File: src/rtl/rocc_acc_mac.sv
// rocc_acc_mac: RoCC accumulator with clear, add, iterative MAC and read.
// The multiplier retires MulBitsPerCycle multiplier bits per MUL cycle.
module rocc_acc_mac #(
  parameter int XLEN            = 64,
  parameter int MulBitsPerCycle = 4
) (
  input  logic            clk_i,
  input  logic            rst_i,
  input  logic            rocc_cmd_valid_i,
  output logic            rocc_cmd_ready_o,
  input  logic [6:0]      rocc_cmd_funct_i,
  input  logic [XLEN-1:0] rocc_cmd_rs1_i,
  input  logic [XLEN-1:0] rocc_cmd_rs2_i,
  input  logic [4:0]      rocc_cmd_rd_i,
  input  logic            rocc_cmd_xd_i,
  output logic            rocc_resp_valid_o,
  input  logic            rocc_resp_ready_i,
  output logic [4:0]      rocc_resp_rd_o,
  output logic [XLEN-1:0] rocc_resp_data_o,
  output logic            rocc_busy_o
);

  localparam int MulCycles = XLEN / MulBitsPerCycle;
  localparam int CntW      = $clog2(MulCycles) + 1;
  localparam int PadW      = XLEN - MulBitsPerCycle;

  localparam logic [6:0] FunctClr = 7'd0;
  localparam logic [6:0] FunctAdd = 7'd1;
  localparam logic [6:0] FunctMac = 7'd2;
  localparam logic [6:0] FunctRd  = 7'd3;

  typedef enum logic [1:0] {
    IDLE,
    MUL,
    RESP
  } state_e;

  state_e            state_q, state_d;
  logic [XLEN-1:0]   acc_q, acc_d;
  logic [XLEN-1:0]   mcand_q, mcand_d;
  logic [XLEN-1:0]   mplier_q, mplier_d;
  logic [XLEN-1:0]   partial_q, partial_d;
  logic [CntW-1:0]   cnt_q, cnt_d;
  logic              xd_q, xd_d;
  logic [4:0]        resp_rd_q, resp_rd_d;
  logic [XLEN-1:0]   resp_data_q, resp_data_d;
  logic              resp_valid_q, resp_valid_d;
  logic              cmd_ready_q, cmd_ready_d;
  logic              busy_q, busy_d;

  logic              cmd_fire;
  logic              is_clr;
  logic              is_add;
  logic              is_mac;
  logic              is_rd;
  logic              mul_last;
  logic [XLEN-1:0]   pp;
  logic [XLEN-1:0]   partial_sum;

  assign rocc_cmd_ready_o  = cmd_ready_q;
  assign rocc_resp_valid_o = resp_valid_q;
  assign rocc_resp_rd_o    = resp_rd_q;
  assign rocc_resp_data_o  = resp_data_q;
  assign rocc_busy_o       = busy_q;

  assign cmd_fire = rocc_cmd_valid_i & cmd_ready_q;
  assign is_clr   = rocc_cmd_funct_i == FunctClr;
  assign is_add   = rocc_cmd_funct_i == FunctAdd;
  assign is_mac   = rocc_cmd_funct_i == FunctMac;
  assign is_rd    = rocc_cmd_funct_i == FunctRd;
  assign mul_last = cnt_q == CntW'(MulCycles - 1);

  // One radix-2^MulBitsPerCycle digit of the product per cycle.
  assign pp = mcand_q
            * {{PadW{1'b0}}, mplier_q[MulBitsPerCycle-1:0]};
  assign partial_sum = partial_q + pp;

  always_comb begin
    state_d      = state_q;
    acc_d        = acc_q;
    mcand_d      = mcand_q;
    mplier_d     = mplier_q;
    partial_d    = partial_q;
    cnt_d        = cnt_q;
    xd_d         = xd_q;
    resp_rd_d    = resp_rd_q;
    resp_data_d  = resp_data_q;
    resp_valid_d = resp_valid_q;

    unique case (state_q)
      IDLE: begin
        if (cmd_fire) begin
          resp_rd_d = rocc_cmd_rd_i;
          xd_d      = rocc_cmd_xd_i;
          if (is_mac) begin
            mcand_d   = rocc_cmd_rs1_i;
            mplier_d  = rocc_cmd_rs2_i;
            partial_d = '0;
            cnt_d     = '0;
            state_d   = MUL;
          end else begin
            unique case (1'b1)
              is_clr: begin
                acc_d       = '0;
                resp_data_d = '0;
              end
              is_add: begin
                acc_d       = acc_q + rocc_cmd_rs1_i;
                resp_data_d = acc_d;
              end
              is_rd: begin
                resp_data_d = acc_q;
              end
              default: begin
                resp_data_d = '1;
              end
            endcase
            resp_valid_d = rocc_cmd_xd_i;
            state_d      = rocc_cmd_xd_i ? RESP : IDLE;
          end
        end
      end
      MUL: begin
        partial_d = partial_sum;
        mcand_d   = mcand_q << MulBitsPerCycle;
        mplier_d  = mplier_q >> MulBitsPerCycle;
        cnt_d     = cnt_q + CntW'(1);
        if (mul_last) begin
          acc_d        = acc_q + partial_sum;
          resp_data_d  = acc_d;
          resp_valid_d = xd_q;
          state_d      = xd_q ? RESP : IDLE;
        end
      end
      RESP: begin
        if (rocc_resp_ready_i) begin
          resp_valid_d = 1'b0;
          state_d      = IDLE;
        end
      end
      default: begin
        resp_valid_d = 1'b0;
        state_d      = IDLE;
      end
    endcase

    // Registered decode of the next state keeps ready/busy input-free.
    cmd_ready_d = state_d == IDLE;
    busy_d      = state_d != IDLE;
  end

  always_ff @(posedge clk_i) begin
    if (rst_i) begin
      state_q      <= IDLE;
      acc_q        <= '0;
      mcand_q      <= '0;
      mplier_q     <= '0;
      partial_q    <= '0;
      cnt_q        <= '0;
      xd_q         <= 1'b0;
      resp_rd_q    <= '0;
      resp_data_q  <= '0;
      resp_valid_q <= 1'b0;
      cmd_ready_q  <= 1'b1;
      busy_q       <= 1'b0;
    end else begin
      state_q      <= state_d;
      acc_q        <= acc_d;
      mcand_q      <= mcand_d;
      mplier_q     <= mplier_d;
      partial_q    <= partial_d;
      cnt_q        <= cnt_d;
      xd_q         <= xd_d;
      resp_rd_q    <= resp_rd_d;
      resp_data_q  <= resp_data_d;
      resp_valid_q <= resp_valid_d;
      cmd_ready_q  <= cmd_ready_d;
      busy_q       <= busy_d;
    end
  end

endmodule

File: config.mk
export PLATFORM = sky130hd
export DESIGN_NAME = rocc_acc_mac
export DESIGN_NICKNAME = d
export VERILOG_FILES = /design/src/rtl/rocc_acc_mac.sv
export SDC_FILE = /design/constraint.sdc
export NUM_CORES = 2
export LEC_CHECK = 0
export BUFFER_PORTS_ARGS = -buffer_cell sky130_fd_sc_hd__buf_4
export CAP_MARGIN = 20
export CORE_ASPECT_RATIO = 1.4
export CORE_MARGIN = 8
export CORE_UTILIZATION = 28
export CTS_CLUSTER_SIZE = 25
export DETAILED_ROUTE_END_ITERATION = 12
export HOLD_SLACK_MARGIN = 0.1
export PLACE_DENSITY = 0.47
export SYNTH_ARGS = -nofsm -noshare
export SYNTH_HDL_FRONTEND = slang
export SYNTH_SLANG_ARGS = --single-unit
File: constraint.sdc
create_clock -name clk_i -period 6.7 [get_ports clk_i]
set_input_delay 1.005 -clock clk_i [delete_from_list [all_inputs] [get_ports clk_i]]
set_output_delay 1.005 -clock clk_i [all_outputs]
set_load 0.02 [all_outputs]
Yosys cells after proc, flatten, opt, wreduce, memory -nomap -nowiden
Index checks and enable logic that the tools add are counted.
Word-level totals
  input port bits: 145
  register bits: 336
  logic and storage cells: 73
Operators by class
  add/subtract/negate cells: 4
  reductions and logical operators: 10
  bitwise gates (word level): 1
  multiplexer cells: 33
  $mul: 1
  equal/unequal tests: 12
Operators with widths (number)
  64-bit case mux with 2 select lines: 6
  64-bit 2-to-1 mux: 11
  64-bit adder: 3
  64-bit case mux with 3 select lines: 1
  64-bit by 4-bit multiplier with 64-bit output: 1
  7-bit by 2-bit == test with 1-bit output, second input constant: 2
  2-bit 2-to-1 mux: 6
  5-bit 2-to-1 mux: 2
  2-bit != test, second input constant: 5
  5-bit case mux with 2 select lines: 1
  4-bit AND reduction: 2
  7-bit by 1-bit == test with 1-bit output, second input constant: 1
  7-bit logical NOT: 1
  2-bit case mux with 3 select lines: 1
  5-bit by 1-bit adder with 5-bit output, second input constant: 1
  5-bit by 4-bit == test with 1-bit output, second input constant: 1
  5-bit AND reduction: 1
  2-bit logical NOT: 2
  1-bit 2-to-1 mux: 4
  2-bit nonzero test: 2
  3-bit != test, second input constant: 1
  1-bit case mux with 3 select lines: 1
  3-bit AND reduction: 1
  2-bit by 1-bit == test with 1-bit output, second input constant: 1
  3 further kinds: 3

Logic depth before layout (Yosys ltp)
  word-level depth: 5
  gate-level depth with buffers: 31
  gate-level depth less buffers: 29

Worst setup path after synthesis
OpenSTA, ideal clock, no wires.
  path type: reg2reg
  start point: register mplier_q[2]
  end point: register acc_q[61]
  stages on the path, launching flop included: 31
  path buffers: 3
  arrival: 6828 ps
  setup time: 86 ps
  required time: 6614 ps
  slack: -214 ps
  cells stage by stage: dfxtp_1 clkbuf_1 clkbuf_1 and2_1 fa_1 fa_1 inv_1 fa_1 inv_1 ha_1 and2_0 a221o_1 o2111ai_1 a21oi_1 o2111ai_2 a21oi_1 nor2b_1 o21ai_0 xor2_1 ha_1 buf_2 nand4_1 or3_1 or3_1 nor2_1 o21ai_1 nand3_1 or3b_1 a211oi_2 a211oi_1 a211oi_1
On the way
  cells in the longest elaborated chain, start to end: 5
Ends and longest elaborated chain
  start, declared: line 41  | logic [XLEN-1:0] mplier_q, mplier_d;
  start signal, assigned: line 170  | mplier_q <= mplier_d;
  64-bit by 4-bit multiplier with 64-bit output: line 75  | * {{PadW{1'b0}}, mplier_q[MulBitsPerCycle-1:0]};
  64-bit adder: line 76  | assign partial_sum = partial_q + pp;
  64-bit adder: line 129  | acc_d = acc_q + partial_sum;
  64-bit 2-to-1 mux: line 128  | if (mul_last) begin
  64-bit case mux with 2 select lines: line 90  | unique case (state_q)
  end signal, assigned: line 155  | acc_q <= '0;
  end signal, assigned: line 168  | acc_q <= acc_d;
  end, declared: line 39  | logic [XLEN-1:0] acc_q, acc_d;
Every way passes these cells. The select of a mux whose other input is x is not followed.
A chain may end at the register's enable or synchronous reset.

Final worst setup path
  start point: register mplier_q[2]
  end point: register resp_data_q[62], in the netlist rocc_resp_data_o[62]
On the way
  cells in the longest elaborated chain, start to end: 5
Ends and longest elaborated chain
  64-bit by 4-bit multiplier with 64-bit output: line 75
  64-bit adder: line 76
  64-bit adder: line 129
  64-bit 2-to-1 mux: line 128
  64-bit case mux with 2 select lines: line 90
  end signal, assigned: line 175  | resp_data_q <= resp_data_d;
  end, declared: line 46  | logic [XLEN-1:0] resp_data_q, resp_data_d;
Every way passes these cells. The select of a mux whose other input is x is not followed.

==> impl_metrics.py <==
metrics = {
    "logic_synthesis": {
        "synthTopCellsByArea": "dfxtp_1 (21%), fa_1 (11%), ha_1 (7.8%)",
        "synth_flop_cell": "dfxtp_1",
        "syn_inst": 4189,
        "synth_edf_count": 0,
        "yosysUniqueCellTypes": 99,
        "synth.most_common_cell": "nand2_1",
        "syn_nets": 4718,
        "synth_top_area_share_pct": 21.00,
        "synth_common_cells": "nand2_1 (535), nor2_1 (413), dfxtp_1 (336)",
        "syn_avg_cell_area_um2": 7.648,
        "synth_seq_cells": 336,
        "synth_warnings": 0,
        "async_flop_share_pct": 0,
        "yosys.area.top_type": "dfxtp_1",
        "synth_seq_area_share_pct": 21.00,
        "synth_area_um2": 32040,
    },
    "timing": {
        "worstMarginPinSlew_ps": 1092,
        "fin_setup_tns_ps": -10820,
        "fin_crit_sh_pct": 105.6,
        "final.setup.worst_slack_ps": -377.5,
        "slew_headroom_pct": 27.21,
        "holdWs_ps": 455.1,
        "setup-violations-final": 55,
        "grt_setup_unrepaired": "yes",
        "slew_violations": 0,
        "fin_skew_ps": 26.04,
        "layout_min_cycle_time_ps": 7078,
        "fmax_mhz": 141.3,
        "hold_viol": 0,
    },
    "layout": {
        "fin_util_pct": 38.82,
        "fill_cells": 11950,
        "final_nets": 5378,
        "drive_gt1_share_pct": 28.50,
        "final_cells": 6375,
        "syn_to_final_growth_pct": 38.18,
        "final_area_um2": 44270,
    },
    "global_routing": {
        "track_usage_pct": 21.90,
        "grt_pass1_wl_um": 211200,
        "grt_max_degree": 156,
        "grt_pass1_vias": 34050,
        "grt.overflow.total": 0,
        "antenna_found_initial": 4,
    },
    "clocking": {
        "clkTransAtPathRegs_ps": 60,
        "cts_sinks": 336,
        "cts_buffers": 45,
        "cts_root_buf": "clkbuf_16",
        "clock_latency_ps": 610,
        "tritoncts": "built",
        "clock_path_buffers": 3,
        "htree_num_levels": 2,
    },
    "routing": {
        "wl_per_cell_um": 22.38,
        "wl_met1_um": 52490,
        "top_layer": "met4",
        "wl_met2_um": 73810,
        "ant_nets": 0,
        "drt-vias-per-instance": 5.235,
        "drt_iter0_drc": 1742,
        "wl_met3_um": 5664,
        "vias": 33370,
        "first_pass_iters": 5,
        "drc": 0,
        "wirelength_um": 142700,
    },
    "pwr": {
        "p_per_area_nw_per_um2": 121.2,
        "p_leak_nw": 19.95,
        "power_mw": 5.366,
        "ir_worst_vdd_mv": 0.2436,
    },
    "critical_path": {
        "crit_type": "reg2reg",
        "r2r_slack_ps": -380,
        "reg2reg_depth": 29,
        "worst-path-max-fanout": 5,
        "r2r_start": "mplier_q[2]",
        "crit_path_frequent_cell": "buf_4",
        "critPathLaunchType": "flip-flop",
        "slowest_stage": "fa_1",
        "slowest_delay_ps": 520,
        "required_ps": 7140,
        "timing.rr.end": "rocc_resp_data_o[62]",
        "endpoint_kind": "flip-flop",
        "crit_arrival_ps": 7510,
    },
    "placed_design": {
        "gp_congestion": 0.9535,
        "numPortBuffers": 216,
        "dp_hpwl_um": 110500,
        "placedCellCount": 6212,
        "dpl-instance-area_um2": 38960,
        "post-place-ws_ps": -908.0,
    },
    "flow_run": {
        "drv_cap": 0,
    },
    "outcome": {
        "outcome": "finished, violations left",
        "violations": "negative setup slack",
    },
    "min_path": {
        "hp-class": "reg2reg",
        "holdPathEnd": "mplier_q[60]",
        "min_path_cells": 2,
        "hp-start": "mplier_q[60]",
    },
    "die": {
        "start_util_pct": 28.09,
        "die_h_um": 416.2,
        "die_w_um": 301.9,
        "die_area_um2": 125700,
        "row_count": 147,
        "num_io_pins": 217,
        "core_um2": 114000,
    },
}
-- sequential cells by signal, summed over array words and instances (netlist names) --
name / flops
rocc_resp_rd_o: 5
mcand_q: 64
mplier_q: 64
rocc_busy_o: 1
rocc_resp_data_o: 64
state_q: 2
partial_q: 64
rocc_resp_valid_o: 1
rocc_cmd_ready_o: 1
acc_q: 64
xd_q: 1
cnt_q: 5
-- cell type report --
class / count / area (um^2) / share of cell area [%]
sequential: 336 / 6736 / 15.22
clock inverter: 23 / 272.8 / 0.6162
inverter: 322 / 1209 / 2.730
multi-input combinational: 3254 / 25740 / 58.14
antenna: 1 / 2.502 / 0.005653
clock buffer: 59 / 1281 / 2.894
timing repair buffer: 890 / 7163 / 16.18
tap: 1490 / 1864 / 4.211
-- power breakdown --
part / switching [mW] / internal (mW) / total [mW]
clock network: 1.08 / 1.54 / 2.63
registers: 0.0600 / 2.06 / 2.12
logic: 0.381 / 0.241 / 0.622
-- kinds of logic (layout without fill, tap and decap cells) --
family,count (synthesis),after routing,share of synthesized area (%)
AOI/OAI and AO/OA,1183,1183,25.31
xor gates and xnor gates,153,153,4.183
adders and majority gates,384,384,19.31
buffers and inverters,599,1294,7.682
DFF,336,336,21.00
muxes,23,23,0.7264
other,0,1,0
and+or+nand+nor,1511,1511,21.80
-- worst max-delay path by stage --
stage                start              endpoint  slack, ps
6_report       mplier_q[2]  rocc_resp_data_o[62]       -380
5_1_grt        mplier_q[2]  rocc_resp_data_o[54]       -660
4_1_cts        mplier_q[2]  rocc_resp_data_o[62]       -430
3_5_place_dp   mplier_q[3]  rocc_resp_data_o[62]       -910
3_3_place_gp   mplier_q[2]  rocc_resp_data_o[62]       -810
2_1_floorplan  mplier_q[3]             acc_q[61]         -1
-- placed cells by master (no fill, tap or decap), drive strengths merged, types with 11 or more instances in the layout --
master | Yosys | layout
a21boi | 14 | 14
xor2 | 57 | 57
buf | 20 | 888
and3 | 38 | 38
a221oi | 12 | 12
nor2b | 14 | 14
mux2i | 21 | 21
ha | 200 | 200
nand2b | 20 | 20
o21ai | 195 | 195
or3 | 14 | 14
xnor2 | 96 | 96
or2 | 11 | 11
o21bai | 53 | 53
nor2 | 414 | 414
inv | 322 | 326
nand2 | 536 | 536
o31ai | 11 | 11
nor3 | 55 | 55
and2 | 226 | 226
a21o | 123 | 123
fa | 184 | 184
a311oi | 175 | 175
a31oi | 30 | 30
dfxtp | 336 | 336
nand4 | 63 | 63
clkbuf | 254 | 59
a211oi | 95 | 95
a21oi | 286 | 286
nand3 | 82 | 82
o211ai | 15 | 15
a22oi | 33 | 33
o21a | 31 | 31
-- worst max-delay path, delay by kind of cell, from the launching register on --
kind / cells / cell delay, ps
AO/OA/AOI/OAI: 11 / 2610
adder cells (fa/ha/maj): 5 / 2000
buffers and inverters: 7 / 950
flip-flops: 1 / 460
multiplexers: 1 / 340
AND/OR/NAND/NOR: 4 / 280
XOR/XNOR: 1 / 270
-- what timing repair did --
| action | CTS | global route |
|---|---|---|
| pin swaps | 133 | 150 |
| resized for setup | 351 | 223 |
| setup endpoints to repair | 86 | 83 |
| buffers inserted | 60 | 41 |
| gates cloned | 6 | 0 |
| hold buffers | 0 | 0 |
-- layer usage --
layer	vias to the layer above	global-route usage (%)
li1	15970	-
met3	309	2.623
met2	801	40.78
met4	0	13.41
met5	-	0
met1	16290	23.25
(Power assumes the default switching activity.)
